File: src/rtl/psu_cntseq_prog_pkg.sv
// Shared CNT entry layout, control-word/timing codes, program indices and
// the default INIT/MEAS/RESM sequences used by loaders and benches.
package psu_cntseq_prog_pkg;

    localparam int unsigned CNT_TIME_BW  = 8;
    localparam int unsigned CNT_CWD_BW   = 5;
    localparam int unsigned CNT_ENT_BW   = CNT_TIME_BW + 2 * CNT_CWD_BW;
    localparam int unsigned CNT_NUM_PROG = 4;
    localparam int unsigned CNT_MAX_LEN  = 32;
    localparam int unsigned CNT_REP_BW   = 8;

    localparam logic [CNT_CWD_BW-1:0] CWD_IDLE = 5'h00;
    localparam logic [CNT_CWD_BW-1:0] CWD_I    = 5'h01;
    localparam logic [CNT_CWD_BW-1:0] CWD_MEAS = 5'h02;
    localparam logic [CNT_CWD_BW-1:0] CWD_RESM = 5'h04;
    localparam logic [CNT_CWD_BW-1:0] CWD_INIT = 5'h08;
    localparam logic [CNT_CWD_BW-1:0] CWD_HOLD = 5'h10;

    localparam logic [CNT_TIME_BW-1:0] INIT_CYCLE = 8'd16;
    localparam logic [CNT_TIME_BW-1:0] MEAS_CYCLE = 8'd40;
    localparam logic [CNT_TIME_BW-1:0] RESM_CYCLE = 8'd8;

    localparam int unsigned SELCNT_INIT = 0;
    localparam int unsigned SELCNT_MEAS = 1;
    localparam int unsigned SELCNT_RESM = 2;

    localparam int unsigned INIT_LEN = 3;
    localparam int unsigned MEAS_LEN = 2;
    localparam int unsigned RESM_LEN = 20;

    typedef enum logic {ST_IDLE, ST_RUN} cntseq_state_e;

    function automatic logic [CNT_ENT_BW-1:0] cnt_entry(
        input logic [CNT_TIME_BW-1:0] t,
        input logic [CNT_CWD_BW-1:0]  c,
        input logic [CNT_CWD_BW-1:0]  s
    );
        return {t, c, s};
    endfunction

    // RESM entries carry their index in timing/cwdsp so every slot is distinct.
    function automatic logic [CNT_ENT_BW-1:0] default_entry(
        input int unsigned prog,
        input int unsigned idx
    );
        logic [CNT_ENT_BW-1:0] e;
        e = '0;
        case (prog)
            SELCNT_INIT: begin
                case (idx)
                    0: e = cnt_entry(MEAS_CYCLE, CWD_MEAS, CWD_I);
                    1: e = cnt_entry(INIT_CYCLE, CWD_INIT, CWD_I);
                    2: e = cnt_entry(INIT_CYCLE, CWD_IDLE, CWD_HOLD);
                    default: e = '0;
                endcase
            end
            SELCNT_MEAS: begin
                case (idx)
                    0: e = cnt_entry(MEAS_CYCLE, CWD_MEAS, CWD_I);
                    1: e = cnt_entry(MEAS_CYCLE, CWD_MEAS, CWD_HOLD);
                    default: e = '0;
                endcase
            end
            SELCNT_RESM: begin
                if (idx < RESM_LEN)
                    e = cnt_entry(RESM_CYCLE + CNT_TIME_BW'(idx), CWD_RESM, CNT_CWD_BW'(idx));
            end
            default: e = '0;
        endcase
        return e;
    endfunction

endpackage

File: src/rtl/psu_cntseq_store.sv
// NUM_PROG x MAX_LEN entry array: one synchronous write port, one
// combinational read port. Contents are intentionally not reset.
module psu_cntseq_store #(
    parameter int unsigned NUM_PROG = 4,
    parameter int unsigned MAX_LEN  = 32,
    parameter int unsigned ENT_BW   = 18,
    parameter int unsigned PROG_BW  = 2,
    parameter int unsigned ADDR_BW  = 5
) (
    input  logic               clk_i,
    input  logic               we_i,
    input  logic [PROG_BW-1:0] wprog_i,
    input  logic [ADDR_BW-1:0] waddr_i,
    input  logic [ENT_BW-1:0]  wdata_i,
    input  logic [PROG_BW-1:0] rprog_i,
    input  logic [ADDR_BW-1:0] raddr_i,
    output logic [ENT_BW-1:0]  rdata_o
);

    logic [ENT_BW-1:0] mem_q [NUM_PROG][MAX_LEN];

    always_ff @(posedge clk_i) begin
        if (we_i)
            mem_q[wprog_i][waddr_i] <= wdata_i;
    end

    assign rdata_o = mem_q[rprog_i][raddr_i];

endmodule

File: src/rtl/psu_cntseq_prog.sv
// Run-time programmable PSU control-word/timing sequencer: per-program
// lengths, repeat passes, valid/ready output, abort and running-program write lock.
module psu_cntseq_prog
    import psu_cntseq_prog_pkg::*;
#(
    parameter  int unsigned NUM_PROG = CNT_NUM_PROG,
    parameter  int unsigned MAX_LEN  = CNT_MAX_LEN,
    parameter  int unsigned TIME_BW  = CNT_TIME_BW,
    parameter  int unsigned CWD_BW   = CNT_CWD_BW,
    parameter  int unsigned REP_BW   = CNT_REP_BW,
    localparam int unsigned PROG_BW  = (NUM_PROG > 1) ? $clog2(NUM_PROG) : 1,
    localparam int unsigned ADDR_BW  = (MAX_LEN > 1) ? $clog2(MAX_LEN) : 1,
    localparam int unsigned LEN_BW   = $clog2(MAX_LEN + 1),
    localparam int unsigned ENT_BW   = TIME_BW + 2 * CWD_BW
) (
    input  logic               clk,
    input  logic               rst,
    input  logic               wr_en,
    input  logic [PROG_BW-1:0] wr_prog,
    input  logic [ADDR_BW-1:0] wr_addr,
    input  logic [ENT_BW-1:0]  wr_data,
    input  logic               len_wr_en,
    input  logic [PROG_BW-1:0] len_prog,
    input  logic [LEN_BW-1:0]  len_val,
    input  logic [PROG_BW-1:0] sel_prog,
    input  logic [REP_BW-1:0]  rep,
    input  logic               start,
    input  logic               abort,
    input  logic               out_ready,
    output logic               out_valid,
    output logic [TIME_BW-1:0] timing,
    output logic [CWD_BW-1:0]  cwd,
    output logic [CWD_BW-1:0]  cwdsp,
    output logic [LEN_BW-1:0]  id_len,
    output logic [ADDR_BW-1:0] cur_id,
    output logic               busy,
    output logic               done,
    output logic               err
);

    cntseq_state_e      state_q, state_d;
    logic [PROG_BW-1:0] run_prog_q, run_prog_d;
    logic [ADDR_BW-1:0] ptr_q, ptr_d;
    logic [REP_BW-1:0]  pass_q, pass_d;
    logic               done_q, done_d;
    logic               err_q, err_d;
    logic [LEN_BW-1:0]  len_q [NUM_PROG];

    logic [LEN_BW-1:0]  sel_len, run_len, len_sat;
    logic               sel_ok, wr_prog_ok, len_prog_ok;
    logic               running, wr_block, len_block, mem_we, len_we, last_entry;
    logic [ENT_BW-1:0]  rd_data;

    // Explicit per-program decode keeps lookups in range for non-power-of-two NUM_PROG.
    always_comb begin
        sel_len     = '0;
        run_len     = '0;
        sel_ok      = 1'b0;
        wr_prog_ok  = 1'b0;
        len_prog_ok = 1'b0;
        for (int unsigned i = 0; i < NUM_PROG; i++) begin
            if (sel_prog == PROG_BW'(i)) begin
                sel_ok  = 1'b1;
                sel_len = len_q[i];
            end
            if (run_prog_q == PROG_BW'(i)) run_len = len_q[i];
            if (wr_prog == PROG_BW'(i))    wr_prog_ok = 1'b1;
            if (len_prog == PROG_BW'(i))   len_prog_ok = 1'b1;
        end
    end

    assign running    = (state_q == ST_RUN);
    assign wr_block   = running && (wr_prog == run_prog_q);
    assign len_block  = running && (len_prog == run_prog_q);
    assign mem_we     = wr_en && wr_prog_ok && !wr_block;
    assign len_we     = len_wr_en && len_prog_ok && !len_block;
    assign len_sat    = (len_val > LEN_BW'(MAX_LEN)) ? LEN_BW'(MAX_LEN) : len_val;
    assign last_entry = (LEN_BW'(ptr_q) + LEN_BW'(1)) >= run_len;

    always_comb begin
        state_d    = state_q;
        run_prog_d = run_prog_q;
        ptr_d      = ptr_q;
        pass_d     = pass_q;
        done_d     = 1'b0;
        err_d      = 1'b0;
        if (abort) begin
            state_d = ST_IDLE;
            ptr_d   = '0;
        end else begin
            case (state_q)
                ST_IDLE: begin
                    if (start) begin
                        if (!sel_ok || sel_len == '0) begin
                            err_d = 1'b1;
                        end else begin
                            run_prog_d = sel_prog;
                            ptr_d      = '0;
                            pass_d     = (rep == '0) ? REP_BW'(1) : rep;
                            state_d    = ST_RUN;
                        end
                    end
                end
                ST_RUN: begin
                    if (out_ready) begin
                        if (last_entry) begin
                            ptr_d  = '0;
                            pass_d = pass_q - REP_BW'(1);
                            if (pass_q == REP_BW'(1)) begin
                                done_d  = 1'b1;
                                state_d = ST_IDLE;
                            end
                        end else begin
                            ptr_d = ptr_q + ADDR_BW'(1);
                        end
                    end
                end
                default: state_d = ST_IDLE;
            endcase
        end
        if ((wr_en && !mem_we) || (len_wr_en && !len_we))
            err_d = 1'b1;
    end

    always_ff @(posedge clk or negedge rst) begin
        if (!rst) begin
            state_q    <= ST_IDLE;
            run_prog_q <= '0;
            ptr_q      <= '0;
            pass_q     <= '0;
            done_q     <= 1'b0;
            err_q      <= 1'b0;
        end else begin
            state_q    <= state_d;
            run_prog_q <= run_prog_d;
            ptr_q      <= ptr_d;
            pass_q     <= pass_d;
            done_q     <= done_d;
            err_q      <= err_d;
        end
    end

    always_ff @(posedge clk or negedge rst) begin
        if (!rst) begin
            for (int unsigned i = 0; i < NUM_PROG; i++) len_q[i] <= '0;
        end else begin
            for (int unsigned i = 0; i < NUM_PROG; i++)
                if (len_we && len_prog == PROG_BW'(i)) len_q[i] <= len_sat;
        end
    end

    psu_cntseq_store #(
        .NUM_PROG (NUM_PROG),
        .MAX_LEN  (MAX_LEN),
        .ENT_BW   (ENT_BW),
        .PROG_BW  (PROG_BW),
        .ADDR_BW  (ADDR_BW)
    ) u_store (
        .clk_i   (clk),
        .we_i    (mem_we),
        .wprog_i (wr_prog),
        .waddr_i (wr_addr),
        .wdata_i (wr_data),
        .rprog_i (run_prog_q),
        .raddr_i (ptr_q),
        .rdata_o (rd_data)
    );

    assign out_valid              = running;
    assign {timing, cwd, cwdsp}   = running ? rd_data : '0;
    assign id_len                 = running ? run_len : '0;
    assign cur_id                 = running ? ptr_q : '0;
    assign busy                   = running;
    assign done                   = done_q;
    assign err                    = err_q;

endmodule

File: config.mk
export PLATFORM = sky130hd
export DESIGN_NAME = psu_cntseq_prog
export DESIGN_NICKNAME = d
export VERILOG_FILES = /design/src/rtl/psu_cntseq_prog_pkg.sv /design/src/rtl/psu_cntseq_store.sv /design/src/rtl/psu_cntseq_prog.sv
export SDC_FILE = /design/constraint.sdc
export NUM_CORES = 2
export LEC_CHECK = 0
export ABC_AREA = 1
export ABC_CLOCK_PERIOD_IN_PS = 3100
export BUFFER_PORTS_ARGS = -buffer_cell sky130_fd_sc_hd__clkbuf_2
export CORE_MARGIN = 1.5
export CORE_UTILIZATION = 54
export CTS_BUF_LIST = sky130_fd_sc_hd__clkbuf_16
export DETAILED_ROUTE_END_ITERATION = 8
export PLACE_DENSITY = 0.7
export SYNTH_ARGS = -nofsm -noshare
export SYNTH_HDL_FRONTEND = slang
export SYNTH_SLANG_ARGS = --single-unit
File: constraint.sdc
create_clock -name clk -period 3.1 [get_ports clk]
set_input_delay 0.155 -clock clk [delete_from_list [all_inputs] [get_ports clk]]
set_output_delay 0.155 -clock clk [all_outputs]
set_load 0.02 [all_outputs]
# --- Word-level counts from Yosys, hierarchy flattened ---
# Memory sizes are Yosys's and may differ from the RTL's.
# Cells that the tools add are included.
totals:
  memories: 1
  ram_bits: 2304
  register_bits: 42
  out_inout_bits: 33
  word_cells: 135
op_classes:
  addsub: 3
  bitwise_logic: 5
  reduce_logical: 29
  n_mux: 60
  n_eq_ne: 22
  magnitude_cmp: 5
memory_table:
  columns: ["memory", "words", "width", "read_ports", "rd_clocked_by_memory_dff", "write_ports", "line_no", "text"]
  rows:
  - ["u_store.mem_q", 4, 576, 1, 0, 1, "psu_cntseq_store.sv:20", "logic [ENT_BW-1:0] mem_q [NUM_PROG][MAX_LEN];"]
ops:
  columns: ["op", "n"]
  rows:
  - ["2-to-1 mux 576 bit", 1]
  - ["binary-select mux 18 bit (select 5 bit)", 1]
  - ["demux 18 bit (select 5 bit)", 1]
  - ["2-to-1 mux 18 bit", 4]
  - ["2-to-1 mux 6 bit", 10]
  - ["2-to-1 mux 8 bit", 5]
  - ["2-to-1 mux 5 bit", 6]
  - ["2-to-1 mux 1 bit", 29]
  - ["== test 2 bit (second input constant)", 8]
  - ["case mux 8 bit (2 select lines)", 1]
  - ["logical AND 1 bit", 13]
  - ["greater-or-equal comparator 6 bit (second input constant)", 2]
  - ["inverter 5 -> 6 bit", 2]
  - ["case mux 5 bit (2 select lines)", 1]
  - ["inequality test 3 bit (second input constant)", 3]
  - ["== test 2 x 1 -> 1 bit (second input constant)", 4]
  - ["== test 8 x 1 -> 1 bit (second input constant)", 1]
  - ["logical NOT 2 bit", 4]
  - ["logical NOT 8 bit", 1]
  - ["subtractor 8 x 1 -> 8 bit (second input constant)", 1]
  - ["adder 5 x 1 -> 6 bit (second input constant)", 1]
  - ["greater-or-equal comparator 6 bit", 1]
  - ["> comparator 6 bit (second input constant)", 1]
  - ["logical NOT 6 bit", 1]
  - ["other kinds (12)", 22]

# --- Longest topological paths before layout ---
depth:
  word_depth: 12
  depth_mapped: 19
  ltp_nobuf: 16

# --- Modules after synthesis ---
# Synthesis repeated with hierarchy kept, for this count alone.
hier_totals:
  hier_cells: 8014
  area_unflattened_um2: 95296.4
modules_own_cells:
  columns: ["module", "cells_per_inst", "area_each_um2", "n_inst"]
  rows:
  - ["psu_cntseq_store", 7599, 92528.7, 1]
  - ["psu_cntseq_prog", 415, 2767.7, 1]

# --- Worst setup path after synthesis ---
# OpenSTA, ideal clock, no wires.
synth_path:
  path_type: "register -> register"
  from: "register run_prog_q[1]"
  to: "register pass_q[6]"
  stages_incl_launch_ff: 19
  arrival_time_ps: 2669
  n_path_buf: 4
  required_time_ps: 3035
  period_less_slack_ps: 2734
  slack_ps: 366
  cell_sequence: "dfrtp_1 > buf_4 > inv_4 > buf_6 > buf_4 > buf_2 > nand2_1 > o22ai_1 > o22ai_1 > ha_1 > inv_1 > nor2_1 > o21ai_0 > nand4_1 > o21ai_0 > clkinv_1 > nand3_1 > nand2_1 > nand2_1"
synth_between:
  elab_chain_cells: 8
synth_rtl:
  columns: ["item", "line_no", "text"]
  rows:
  - ["start, declared", "psu_cntseq_prog.sv:42", "logic [PROG_BW-1:0] run_prog_q, run_prog_d;"]
  - ["start signal, assigned", "psu_cntseq_prog.sv:135", "run_prog_q <= run_prog_d;"]
  - ["logical NOT 2 bit", "psu_cntseq_prog.sv:66", "if (run_prog_q == PROG_BW'(i)) run_len = len_q[i];"]
  - ["2-to-1 mux 6 bit (3 in a row)", "psu_cntseq_prog.sv:66", null]
  - ["2-to-1 mux 6 bit (*)", "psu_cntseq_prog.sv:66", null]
  - ["greater-or-equal comparator 6 bit (*)", "psu_cntseq_prog.sv:78", "assign last_entry = (LEN_BW'(ptr_q) + LEN_BW'(1)) >= run_len;"]
  - ["inequality test 2 x 1 -> 1 bit (no source line) (*)", null, null]
  - ["AND reduction 5 bit (no source line) (*)", null, null]
  - ["end signal, assigned", "psu_cntseq_prog.sv:137", "pass_q <= pass_d;"]
  - ["end, declared", "psu_cntseq_prog.sv:44", "logic [REP_BW-1:0] pass_q, pass_d;"]
# Mark *: on every way between the ends. The rest lies on a longest branch, timed or not.
# A chain may end at the register's enable or synchronous reset.

# --- Worst setup path in the final report ---
layout_path:
  from: "register run_prog_q[0]"
  to: "output port timing[5]"
layout_between:
  elab_chain_cells: 5
layout_rtl:
  columns: ["item", "line_no", "text"]
  rows:
  - ["memory read (4 x 576 bit)", null, null]
  - ["binary-select mux 18 bit (select 5 bit)", "psu_cntseq_store.sv:27", "assign rdata_o = mem_q[rprog_i][raddr_i];"]
  - ["2-to-1 mux 18 bit (not written as such) (2 in a row)", "psu_cntseq_store.sv:27", null]
  - ["2-to-1 mux 18 bit", "psu_cntseq_prog.sv:170", "assign {timing, cwd, cwdsp} = running ? rd_data : '0;"]
  - ["end, declared", "psu_cntseq_prog.sv:31", "output logic [TIME_BW-1:0] timing,"]
# Every way passes these cells. The select of a mux whose other input is x is not followed.

==> run metrics <==
Sw Ratio=32.3%; critical path capture point type=primary output; Net Sw Power=28.1 mW; reported leakage power=about 45 nW; post-synthesis xor/xnor area fraction=less than 1%; combinational power share=between 20 and 30%; detailed placement HPWL=about 170 mm; min Tclk post-route=3.68 ns; status=complete, but fails checks; r2r worst-path depth=22; CTS tree=built; number of global-route vias before repair=65825; die width=~430 um; CTS buffer count=227; VDD IR-drop max=between 600 and 700 uV; RR Startpoint=run_prog_q[0]; Clk Tree Root Cell=clkbuf_16; Worst slew margin=about a fifth; CTS max path bufs=3; Hold Path Class=in -> reg; register area share after synthesis=around 73%; ranking of synthesized cells by area=edfxtp_1 (72%), nand2_1 (16%), nand3_1 (4.7%), nand4_1 (1.6%), buf_2 (1.2%); Final Core Density=about two thirds; post-synthesis simple-gate area fraction=23.4%; Worst EP required=2.94 ns; Syn-to-layout area delta=21.5%; Seq pwr share=40.5%; vias per std cell=~6.0; Pint=between 50 and 60 mW; top layer reached by signal wires=met5; top cell type by total area after synthesis=edfxtp_1; Worst Hold Depth=1; Core Region=178000 sq um; GPL Wtd Cong=between 0.9 and 1; Reg-to-Reg End=pass_q[2]; clock latency on the worst-skew pair=0.91 ns; flops & latches, synth=about 2300; Detail Route met2 WL=around 140 mm; FP Rows=between 150 and 200; largest net degree at the start of global routing=132; CP Max Fanout=7; warnings from Yosys=0; Synth top area share=71.7%; initial DRC count=~11000; post-synthesis mux area share=0%; Hold Vio Cnt, Final=16; arrival time at the worst endpoint=roughly 3.5 ns; fin crit share=119%; RSZ-0062 raised after global routing=true; Hold EP=u_store.mem_q[2][122]; drt first pass iters=7; WL final=approximately 310 mm; drt drc=0; R2R Setup Slk=-0.41 ns; area share of fa/ha/maj cells after synthesis=less than 1%; main combinational cell family by area after synthesis=simple AND/OR/NAND/NOR gates; routed metal-1 wirelength=112 mm; die height=about 430 um; fraction of layout cells with a size suffix above 1=roughly 16%; htree depth=4; Mean Syn Cell Area=11.3 sq um; hold_sp=wr_data[14]; Initial Util=54.2%; pwr dens=roughly 740 nW/um^2; max_cap viols=0; vias after detailed routing=about 70000; initial antenna violation count=12; Nets=between 9000 and 10000; area of the mapped netlist=between 90000 and 100000 sq um; part of the power in the clock network=between 30% and 40%; DR WL met3=roughly 40 mm; I/O pin total=a little over 80; Gate Count Post-Synth=~8500; kind of critical path=reg -> out; Slew Viols, Final=0; failing checks=hold timing, setup timing; gr usage total=between 30% and 40%; Max Clock Skew=between 0.03 and 0.04 ns; Net Count, Synth=8608; first-pass GRT wire length=about 430 mm; grt total ovfl=0; drt wl/cell=26.5 um; fmax=roughly 270 MHz; worst hold margin=-0.0437 ns; Post-DRT Antenna Nets=0; Synth cell types=41; Die ar.=between 150000 and 200000 sq um; Final WS setup=-0.578 ns; Port Buf Inserts=between 80 and 90; Clk pin slew, worst setup/hold paths=roughly 0.07 ns; Setup TNS Final=-15.67 ns; Sink Count=about 2300; Setup-failing EPs final=39; Tot Pwr=slightly below 90 mW; startpoint types=flip-flop; Slew @ Worst Pin=roughly 1.2 ns; Compound-Gate Fraction of Synth Area=less than 1%
-- worst max-delay path: stages (launching register included) --
cell and delay [ns]:
dfrtp_4 0.54, buf_12 0.17, clkinv_16 0.08, nor2_4 0.04, buf_6 0.12, buf_16 0.18, buf_16 0.17, buf_12 0.12
buf_12 0.12, nand2_2 0.04, nand4_1 0.17, nand3_1 0.16, nand3_2 0.12, nand3_2 0.12, nand2_4 0.11, nand2_4 0.08
nand2_4 0.09, buf_6 0.15
-- registers in the layout, indices dropped and copies added, names as in the netlist --
register / flops
err: 1
u_store.mem_q: 2304
pass_q: 8
ptr_q: 5
len_q: 24
run_prog_q: 2
busy: 1
done: 1
-- kinds of logic after synthesis --
group	Yosys count
flops	2346
xor+xnor	3
buf+inv	608
simple gates	5471
compound gates	112
fa+ha+maj	9
-- through the flow --
step / instance area (sq um) / setup WS, ns / std cells
finish: 117000 / -0.578 / 11617
global route: 117000 / -0.625 / 11613
CTS: 115000 / -0.557 / 11563
detailed placement: 104000 / -0.0369 / 10981
global placement: 104000 / -0.0812 / 10981
floorplan: 96600 / 0.366 / 8549
-- synth_stat cells --
| cell type | instances |
|---|---|
| xnor2_1 | 1 |
| inv_2 | 7 |
| nor4_1 | 2 |
| and3_1 | 2 |
| ha_1 | 9 |
| o21bai_1 | 1 |
| o21ai_0 | 26 |
| nor3_4 | 7 |
| dfrtp_1 | 42 |
| o2111ai_1 | 1 |
| buf_2 | 237 |
| inv_4 | 1 |
| o22ai_1 | 8 |
| a22oi_1 | 1 |
| o31ai_1 | 1 |
| nand3_1 | 913 |
| buf_4 | 77 |
| o21ai_1 | 4 |
| nor2_1 | 173 |
| clkinv_1 | 3 |
| nor3_2 | 1 |
| nor2_4 | 1 |
| nand2_1 | 4066 |
| o21a_1 | 2 |
| nor3_1 | 19 |
| xor2_1 | 2 |
| nor2_2 | 1 |
| buf_1 | 59 |
| buf_6 | 19 |
| inv_1 | 103 |
| or2_2 | 1 |
| a221o_1 | 1 |
| clkbuf_1 | 101 |
| o211ai_1 | 2 |
| a21oi_1 | 64 |
| edfxtp_1 | 2304 |
| nand3b_1 | 19 |
| nand2_2 | 26 |
| a221oi_2 | 1 |
| nand4_1 | 240 |
| inv_6 | 1 |
-- routing by layer --
metal | global-route usage, % | vias up
met5 | 0 | -
met4 | 15.5 | 10
met3 | 6.57 | 787
met2 | 51.0 | 5162
met1 | 44.8 | 33785
li1 | - | 30399
-- cell usage in the layout, fill, tap and decap left out, types with 70 or more instances in the layout --
cell type	Yosys	layout
nand2_1	4066	3989
edfxtp_1	2304	2304
nand3_2	0	198
clkbuf_16	0	252
nand2_2	26	70
nor2_1	173	117
nand3_1	913	678
nand4_1	240	240
inv_1	103	144
buf_4	77	299
buf_12	0	204
-- layout make-up --
class                           instances  area, sq um
Timing Repair inverter                  2         32.5
Multi-Input combinational cell       5595        25400
Fill cell                           12454        60800
Sequential cell                      2346        70300
Clock buffer                          230         5760
Tap cell                             2355         2950
Clock inverter                        195         1510
Timing Repair Buffer                  775        10800
Antenna cell                            4         10.0
Inverter                              115          495
-- worst max path at each step --
stage | start | to | slack [ns] | depth (start not counted)
5_1_grt | run_prog_q[0] | timing[3] | -0.63 | 17
3_5_place_dp | run_prog_q[0] | pass_q[2] | -0.04 | 16
4_1_cts | run_prog_q[0] | cwdsp[2] | -0.56 | 16
3_3_place_gp | run_prog_q[0] | pass_q[2] | -0.08 | 17
6_report | run_prog_q[0] | timing[5] | -0.58 | 17
2_1_floorplan | run_prog_q[1] | pass_q[6] | 0.37 | 18
-- power groups by stage --
stage	combinational, mW	clock, mW	sequential [mW]
floorplan	10.9	0	35.8
global placement	17.9	0	35.9
detailed placement	18.2	0	35.9
CTS	22.1	27.1	35.2
global route	25.8	28.3	35.2
finish	24.6	27.0	35.2
-- timing repair --
item                                    in CTS  in global routing
endpoints found under the setup margin      47                127
endpoints found under the hold margin      824                  0
gates resized for setup                    409                236
hold buffers                                49                  0
cloned                                      44                 22
buffers inserted                            66                 30
pin swaps                                   66                117
(Power assumes the default switching activity.)
